**src/rtl/feature_match_ctrl_pkg.sv**
```systemverilog
// Shared encodings for the feature comparator sequencer and its accumulator array.
package feature_match_pkg;
  localparam int WORD_W = 16;
  localparam int DIFF_W = 4;

  localparam logic [1:0] CMP_IDLE = 2'b00;
  localparam logic [1:0] CMP_RUN  = 2'b01;
  localparam logic [1:0] CMP_CLR  = 2'b11;

  typedef enum logic [2:0] {
    ST_IDLE,
    ST_LOAD,
    ST_DRAIN,
    ST_SCAN,
    ST_DONE
  } fsm_e;

  // Index width that never collapses to zero for single-entry ranges.
  function automatic int idx_w(input int n);
    return (n > 1) ? $clog2(n) : 1;
  endfunction
endpackage

```
**src/rtl/diff_accum_array.sv**
```systemverilog
// Per-template diff accumulators: one lane per comparator, common clear/enable,
// single indexed read port used by the serial argmin scan.
module diff_accum_lane
  import feature_match_pkg::*;
#(
  parameter int ACC_W = 10
) (
  input  logic              clk,
  input  logic              rst,
  input  logic              clr,
  input  logic              en,
  input  logic [DIFF_W-1:0] diff,
  output logic [ACC_W-1:0]  acc
);
  always_ff @(posedge clk or posedge rst) begin
    if (rst)      acc <= '0;
    else if (clr) acc <= '0;
    else if (en)  acc <= acc + ACC_W'(diff);
  end
endmodule

module diff_accum_array
  import feature_match_pkg::*;
#(
  parameter int MODN  = 30,
  parameter int ACC_W = 10,
  parameter int IDX_W = 5
) (
  input  logic                         clk,
  input  logic                         rst,
  input  logic                         clr,
  input  logic                         en,
  input  logic [MODN-1:0][DIFF_W-1:0]  diff,
  input  logic [IDX_W-1:0]             rd_idx,
  output logic [ACC_W-1:0]             rd_data
);
  logic [MODN-1:0][ACC_W-1:0] acc;

  for (genvar i = 0; i < MODN; i++) begin : g_lane
    diff_accum_lane #(.ACC_W(ACC_W)) u_lane (
      .clk  (clk),
      .rst  (rst),
      .clr  (clr),
      .en   (en),
      .diff (diff[i]),
      .acc  (acc[i])
    );
  end

  assign rd_data = acc[rd_idx];
endmodule

```
**src/rtl/feature_match_ctrl.sv**
```systemverilog
// Frame sequencer for the comparator array: streams feature words, accumulates
// per-template diffs behind a tag pipe, then scans serially for the best template.
module feature_match_ctrl
  import feature_match_pkg::*;
#(
  parameter int MODN    = 30,
  parameter int NWORDS  = 64,
  parameter int CMP_LAT = 2,
  localparam int ACC_W  = $clog2(NWORDS*15+1),
  localparam int IDX_W  = idx_w(MODN)
) (
  input  logic                   clk,
  input  logic                   rst,
  input  logic                   start,
  input  logic                   abort,
  input  logic [ACC_W-1:0]       thresh,
  input  logic                   in_valid,
  input  logic [WORD_W-1:0]      in_data,
  output logic                   in_ready,
  output logic [1:0]             cmp_state,
  output logic [WORD_W-1:0]      cmp_data,
  input  logic [MODN*DIFF_W-1:0] cmp_diff_bus,
  output logic                   busy,
  output logic                   done,
  output logic [IDX_W-1:0]       best_idx,
  output logic [ACC_W-1:0]       best_score,
  output logic                   match
);
  localparam int CNT_W = idx_w(NWORDS);

  typedef struct packed {
    logic [IDX_W-1:0] idx;
    logic [ACC_W-1:0] score;
    logic             match;
  } res_t;

  fsm_e                        state, state_nxt;
  logic [CNT_W-1:0]            word_cnt;
  logic [CMP_LAT-1:0]          vld_pipe, vld_nxt;
  logic [ACC_W-1:0]            thresh_q, rd_data, run_score, fin_score;
  logic [IDX_W-1:0]            scan_idx, run_idx, fin_idx;
  logic [MODN-1:0][DIFF_W-1:0] diff_lanes;
  res_t                        res_q;
  logic                        xfer, accept, last_word, last_lane, take;

  assign diff_lanes = cmp_diff_bus;
  assign xfer       = in_valid & in_ready;
  assign accept     = (state == ST_IDLE) & start & ~abort;
  assign last_word  = (word_cnt == CNT_W'(NWORDS-1));
  assign last_lane  = (scan_idx == IDX_W'(MODN-1));
  // Each accepted word tags the cycle its diffs will land on the bus.
  assign vld_nxt    = CMP_LAT'({vld_pipe, xfer});

  always_ff @(posedge clk or posedge rst) begin
    if (rst) state <= ST_IDLE;
    else     state <= state_nxt;
  end

  always_comb begin
    state_nxt = state;
    if (abort) state_nxt = ST_IDLE;
    else begin
      case (state)
        ST_IDLE:  if (start) state_nxt = ST_LOAD;
        ST_LOAD:  if (xfer && last_word) state_nxt = ST_DRAIN;
        // Leave once the final tag is at the pipe output this cycle.
        ST_DRAIN: if (vld_nxt == '0) state_nxt = ST_SCAN;
        ST_SCAN:  if (last_lane) state_nxt = ST_DONE;
        ST_DONE:  state_nxt = ST_IDLE;
        default:  state_nxt = ST_IDLE;
      endcase
    end
  end

  always_comb begin
    in_ready  = 1'b0;
    busy      = 1'b0;
    done      = 1'b0;
    cmp_state = CMP_IDLE;
    case (state)
      ST_LOAD:  begin in_ready = 1'b1; busy = 1'b1; cmp_state = CMP_RUN; end
      ST_DRAIN: begin busy = 1'b1; cmp_state = CMP_RUN; end
      ST_SCAN:  begin busy = 1'b1; cmp_state = CMP_CLR; end
      ST_DONE:  done = 1'b1;
      default:  ;
    endcase
  end

  always_ff @(posedge clk or posedge rst) begin
    if (rst) begin
      vld_pipe <= '0;
      word_cnt <= '0;
      thresh_q <= '0;
      cmp_data <= '0;
    end else begin
      vld_pipe <= abort ? '0 : vld_nxt;
      if (accept)    begin word_cnt <= '0; thresh_q <= thresh; end
      else if (xfer) word_cnt <= word_cnt + 1'b1;
      if (xfer) cmp_data <= in_data;
    end
  end

  diff_accum_array #(.MODN(MODN), .ACC_W(ACC_W), .IDX_W(IDX_W)) u_acc (
    .clk     (clk),
    .rst     (rst),
    .clr     (accept),
    .en      (vld_pipe[CMP_LAT-1]),
    .diff    (diff_lanes),
    .rd_idx  (scan_idx),
    .rd_data (rd_data)
  );

  // Strict less-than keeps the lowest index on ties.
  assign take      = (scan_idx == '0) || (rd_data < run_score);
  assign fin_idx   = take ? scan_idx : run_idx;
  assign fin_score = take ? rd_data  : run_score;

  // Running minimum is private so an aborted scan never disturbs reported results.
  always_ff @(posedge clk or posedge rst) begin
    if (rst) begin
      scan_idx  <= '0;
      run_idx   <= '0;
      run_score <= '0;
      res_q     <= '0;
    end else begin
      scan_idx <= (state == ST_SCAN) ? scan_idx + 1'b1 : '0;
      if (state == ST_SCAN) begin
        run_idx   <= fin_idx;
        run_score <= fin_score;
      end
      if (state == ST_SCAN && last_lane && !abort) begin
        res_q.idx   <= fin_idx;
        res_q.score <= fin_score;
        res_q.match <= (fin_score <= thresh_q);
      end
    end
  end

  assign best_idx   = res_q.idx;
  assign best_score = res_q.score;
  assign match      = res_q.match;
endmodule

```
**config.mk**
```make
export PLATFORM = sky130hd
export DESIGN_NAME = feature_match_ctrl
export DESIGN_NICKNAME = d
export VERILOG_FILES = /design/src/rtl/feature_match_ctrl_pkg.sv /design/src/rtl/diff_accum_array.sv /design/src/rtl/feature_match_ctrl.sv
export SDC_FILE = /design/constraint.sdc
export NUM_CORES = 1
export LEC_CHECK = 0
export ABC_AREA = 0
export CAP_MARGIN = 20
export CELL_PAD_IN_SITES_DETAIL_PLACEMENT = 0
export CELL_PAD_IN_SITES_GLOBAL_PLACEMENT = 2
export CORE_ASPECT_RATIO = 0.7
export CORE_MARGIN = 1.5
export CORE_UTILIZATION = 39
export CTS_BUF_LIST = sky130_fd_sc_hd__clkbuf_8
export DETAILED_ROUTE_END_ITERATION = 8
export GPL_ROUTABILITY_DRIVEN = 1
export GPL_TIMING_DRIVEN = 0
export PLACE_DENSITY = 0.8
export SYNTH_ARGS = -nofsm -noshare
export SYNTH_HDL_FRONTEND = slang
export SYNTH_SLANG_ARGS = --single-unit
```
**constraint.sdc**
```tcl
create_clock -name clk -period 13.62 [get_ports clk]
set_clock_uncertainty 0.15 [all_clocks]
set_input_delay 1.362 -clock clk [delete_from_list [all_inputs] [get_ports clk]]
set_output_delay 1.362 -clock clk [all_outputs]
set_load 0.005 [all_outputs]
```
==> run metrics <==
gr usage total between 20% and 30%; highest clock rate about 150 MHz; status complete, no violations; Post-Synth Simple-Gate Area 15.5%; Hold Buf Count CTS 0; Final Hold Vio Count 0; Arrival @ worst endpoint 7.18 ns; # diodes 0; DRT antenna net count 0; XOR/XNOR Fraction of Synth Area roughly 7.4%; worst r2r src scan_idx[1]; Hold Startpoint best_idx[3]; mux cell area share after synthesis roughly an eighth; die footprint roughly 0.061 sq mm; LEAKAGE ~12 nW; area delta synth->final 18.8%; Worst Hold End best_idx[3]; clk buf depth 3; drt wl/cell 23.3 um; Total Neg Setup Slack 0 ns; Yosys reg bits between 300 and 400; CTS Sinks roughly 370; top post-synthesis cells by area dfrtp_1, ha_1, mux4_2, nor2_1, mux2i_1; drt total wl ~81 mm; core area 0.0587 sq mm; Power, Total 3.55 mW; Final nets 2,938; CTS Buf Count 69; maxcap violations 0; top post-synthesis cells by count dfrtp_1, nor2_1, inv_1; Via density 5.47; worst hold slack ~0.34 ns; WS Path Type flop to flop; H-Tree Depth 3; EDFF count, synth 0; CTS root buffer clkbuf_8; period utilisation layout roughly half; Yosys top cell area share ~40%; chip height 208 um; Buffers on Ports between 150 and 200; Iteration-0 DRC Markers ~1,600; combinational family with the most area after synthesis simple AND/OR/NAND/NOR gates; most frequent cell after synthesis dfrtp_1; fin crit period ~6.8 ns; CTS tree yes; slew margin rel. 21.1%; Unique masters post-synth 60; Slew Limit Fails 0; clk_lat worst skew between 0.6 and 0.7 ns; initial antenna violation count 2; clk slew on worst S/H paths around 0.060 ns; cell taking the most area after synthesis dfrtp_1; final core utilization a little under half; largest net degree at the start of global routing 120; placed inst area 0.0264 sq mm; IO Count 188; Avg Inst Size Synth about 10 sq um; Power Density 128 mW/mm^2; layout cells sized above 1 a little under a tenth; RSZ-0062 raised after global routing false; Post-CTS Setup Inserts 0; first-pass GRT wire length 122 mm; Syn Nets around 2,700; Chip Width about 300 um; starting density of the core roughly 40%; Final Setup Violations 0; grt total ovfl 0; cells on worst reg2reg path 22; RR Endpoint match; Hold WC Path Type flop to flop; Worst Hold Path Cells 2; Critical Path RT about 14 ns; async set-reset flop share out of synthesis between 90% and 100%; # rows 74; Syn Inst Count between 2,000 and 2,500; post-synthesis adder-cell area fraction between 10% and 20%; Max FO, Critical Path 10; Warnings, synthesis 0; critical path launch point type flop; ys flop type dfrtp_1; crit end category flop; Detail Placement HPWL 61.1 mm; routed vias 18,900; post-route cell area between 0.02 and 0.03 sq mm; drt drc 0; Worst R2R Setup Slack 6.85 ns; worst-margin pin slew around 1.2 ns; router iterations before antenna repair 5; VDD IR-drop max around 0.079 mV; Compound-Gate Fraction of Synth Area approximately 9.7%; vias in the first global route about 19,000; gp weighted congestion 0.988; post-synthesis sequential area ratio 40.0%; # resized after CTS 0; Mapped Area 0.0233 sq mm
==> cells by family (layout without fill, tap and decap cells) <==
| group | after synthesis | in the layout |
|---|---|---|
| xor gates and xnor gates | 197 | 197 |
| and+or+nand+nor | 769 | 769 |
| adders and majority gates | 173 | 173 |
| AOI/OAI and AO/OA | 363 | 363 |
| DFF | 373 | 373 |
| muxes | 211 | 211 |
| buffers and inverters | 260 | 569 |
==> registers in the layout, indices dropped and copies added, names as in the netlist <==
register	flops
thresh_q	10
match	1
cmp_data	16
scan_idx	5
run_idx	5
word_cnt	6
best_score	10
state	3
vld_pipe	2
run_score	10
best_idx	5
u_acc.g_lane.u_lane.acc	300
==> metrics by stage <==
stage | worst slack, ns | std cells
floorplan | 1.75 | 2346
global placement | -4.14 | 3331
global route | 6.48 | 3453
finish | 6.85 | 3453
detailed placement | 6.91 | 3340
CTS | 6.90 | 3452
==> per-layer routing <==
layer | wire length (um) | vias to the layer above | GRT usage [%]
li1 | - | 8662 | -
met1 | 38400 | 9545 | 40.5
met2 | 34100 | 578 | 38.2
met3 | 6560 | 108 | 6.88
met4 | 1510 | 0 | 5.89
met5 | 0 | - | 0
==> cells in the final DEF (no fill, tap or decap), types with 94 or more instances in the layout <==
| cell type | n |
|---|---|
| nor2_1 | 320 |
| xor2_1 | 98 |
| ha_1 | 143 |
| dfrtp_1 | 373 |
| a21oi_1 | 117 |
| clkdlybuf4s50_1 | 187 |
| nand2_1 | 126 |
| xnor2_1 | 99 |
| inv_1 | 165 |
| o21ai_0 | 94 |
| mux2i_1 | 109 |
==> power breakdown <==
group          leakage (nW)  switching [mW]  internal, mW  total [mW]
registers              5.09           0.131          1.25        1.38
logic                  6.52           0.620         0.471        1.09
clock network         0.749           0.504         0.576        1.08
total                  12.4            1.25          2.30        3.55
==> cell type report <==
cell class,instances,area [sq um]
plain buffers,111,472
clock buffers,85,1170
clock inverters,27,140
fillers,5619,31000
inverters,149,567
multi-input cells,1713,13000
flip-flops and latches,373,9330
well taps,798,998
repair buffers,197,2070
==> critical path: stages (launching register included) <==
cell	delay [ns]
dfrtp_1	0.34
buf_2	0.45
buf_2	0.46
buf_2	0.50
buf_2	0.51
mux4_2	0.41
mux2i_1	0.37
nor2_1	0.08
o22a_1	0.25
ha_1	0.34
nand4_1	0.14
nor3_1	0.36
nand2_1	0.17
a31oi_1	0.39
clkbuf_1	0.45
nand3_1	0.18
nand2_1	0.10
ha_1	0.25
a21o_1	0.18
a21o_1	0.17
a21oi_1	0.19
o211ai_1	0.10
a21oi_1	0.13
==> worst max-delay path by stage <==
stage                      startpoint             to  slack [ns]  depth (start not counted)
after floorplan                   rst    best_idx[0]        1.75                          1
after global placement            rst  best_score[2]       -4.14                          2
after detailed placement  scan_idx[1]          match        6.91                         22
after CTS                 scan_idx[1]          match        6.90                         22
after global routing      scan_idx[1]          match        6.48                         22
final                     scan_idx[1]          match        6.85                         22
Power figures use the tool's default switching activity.
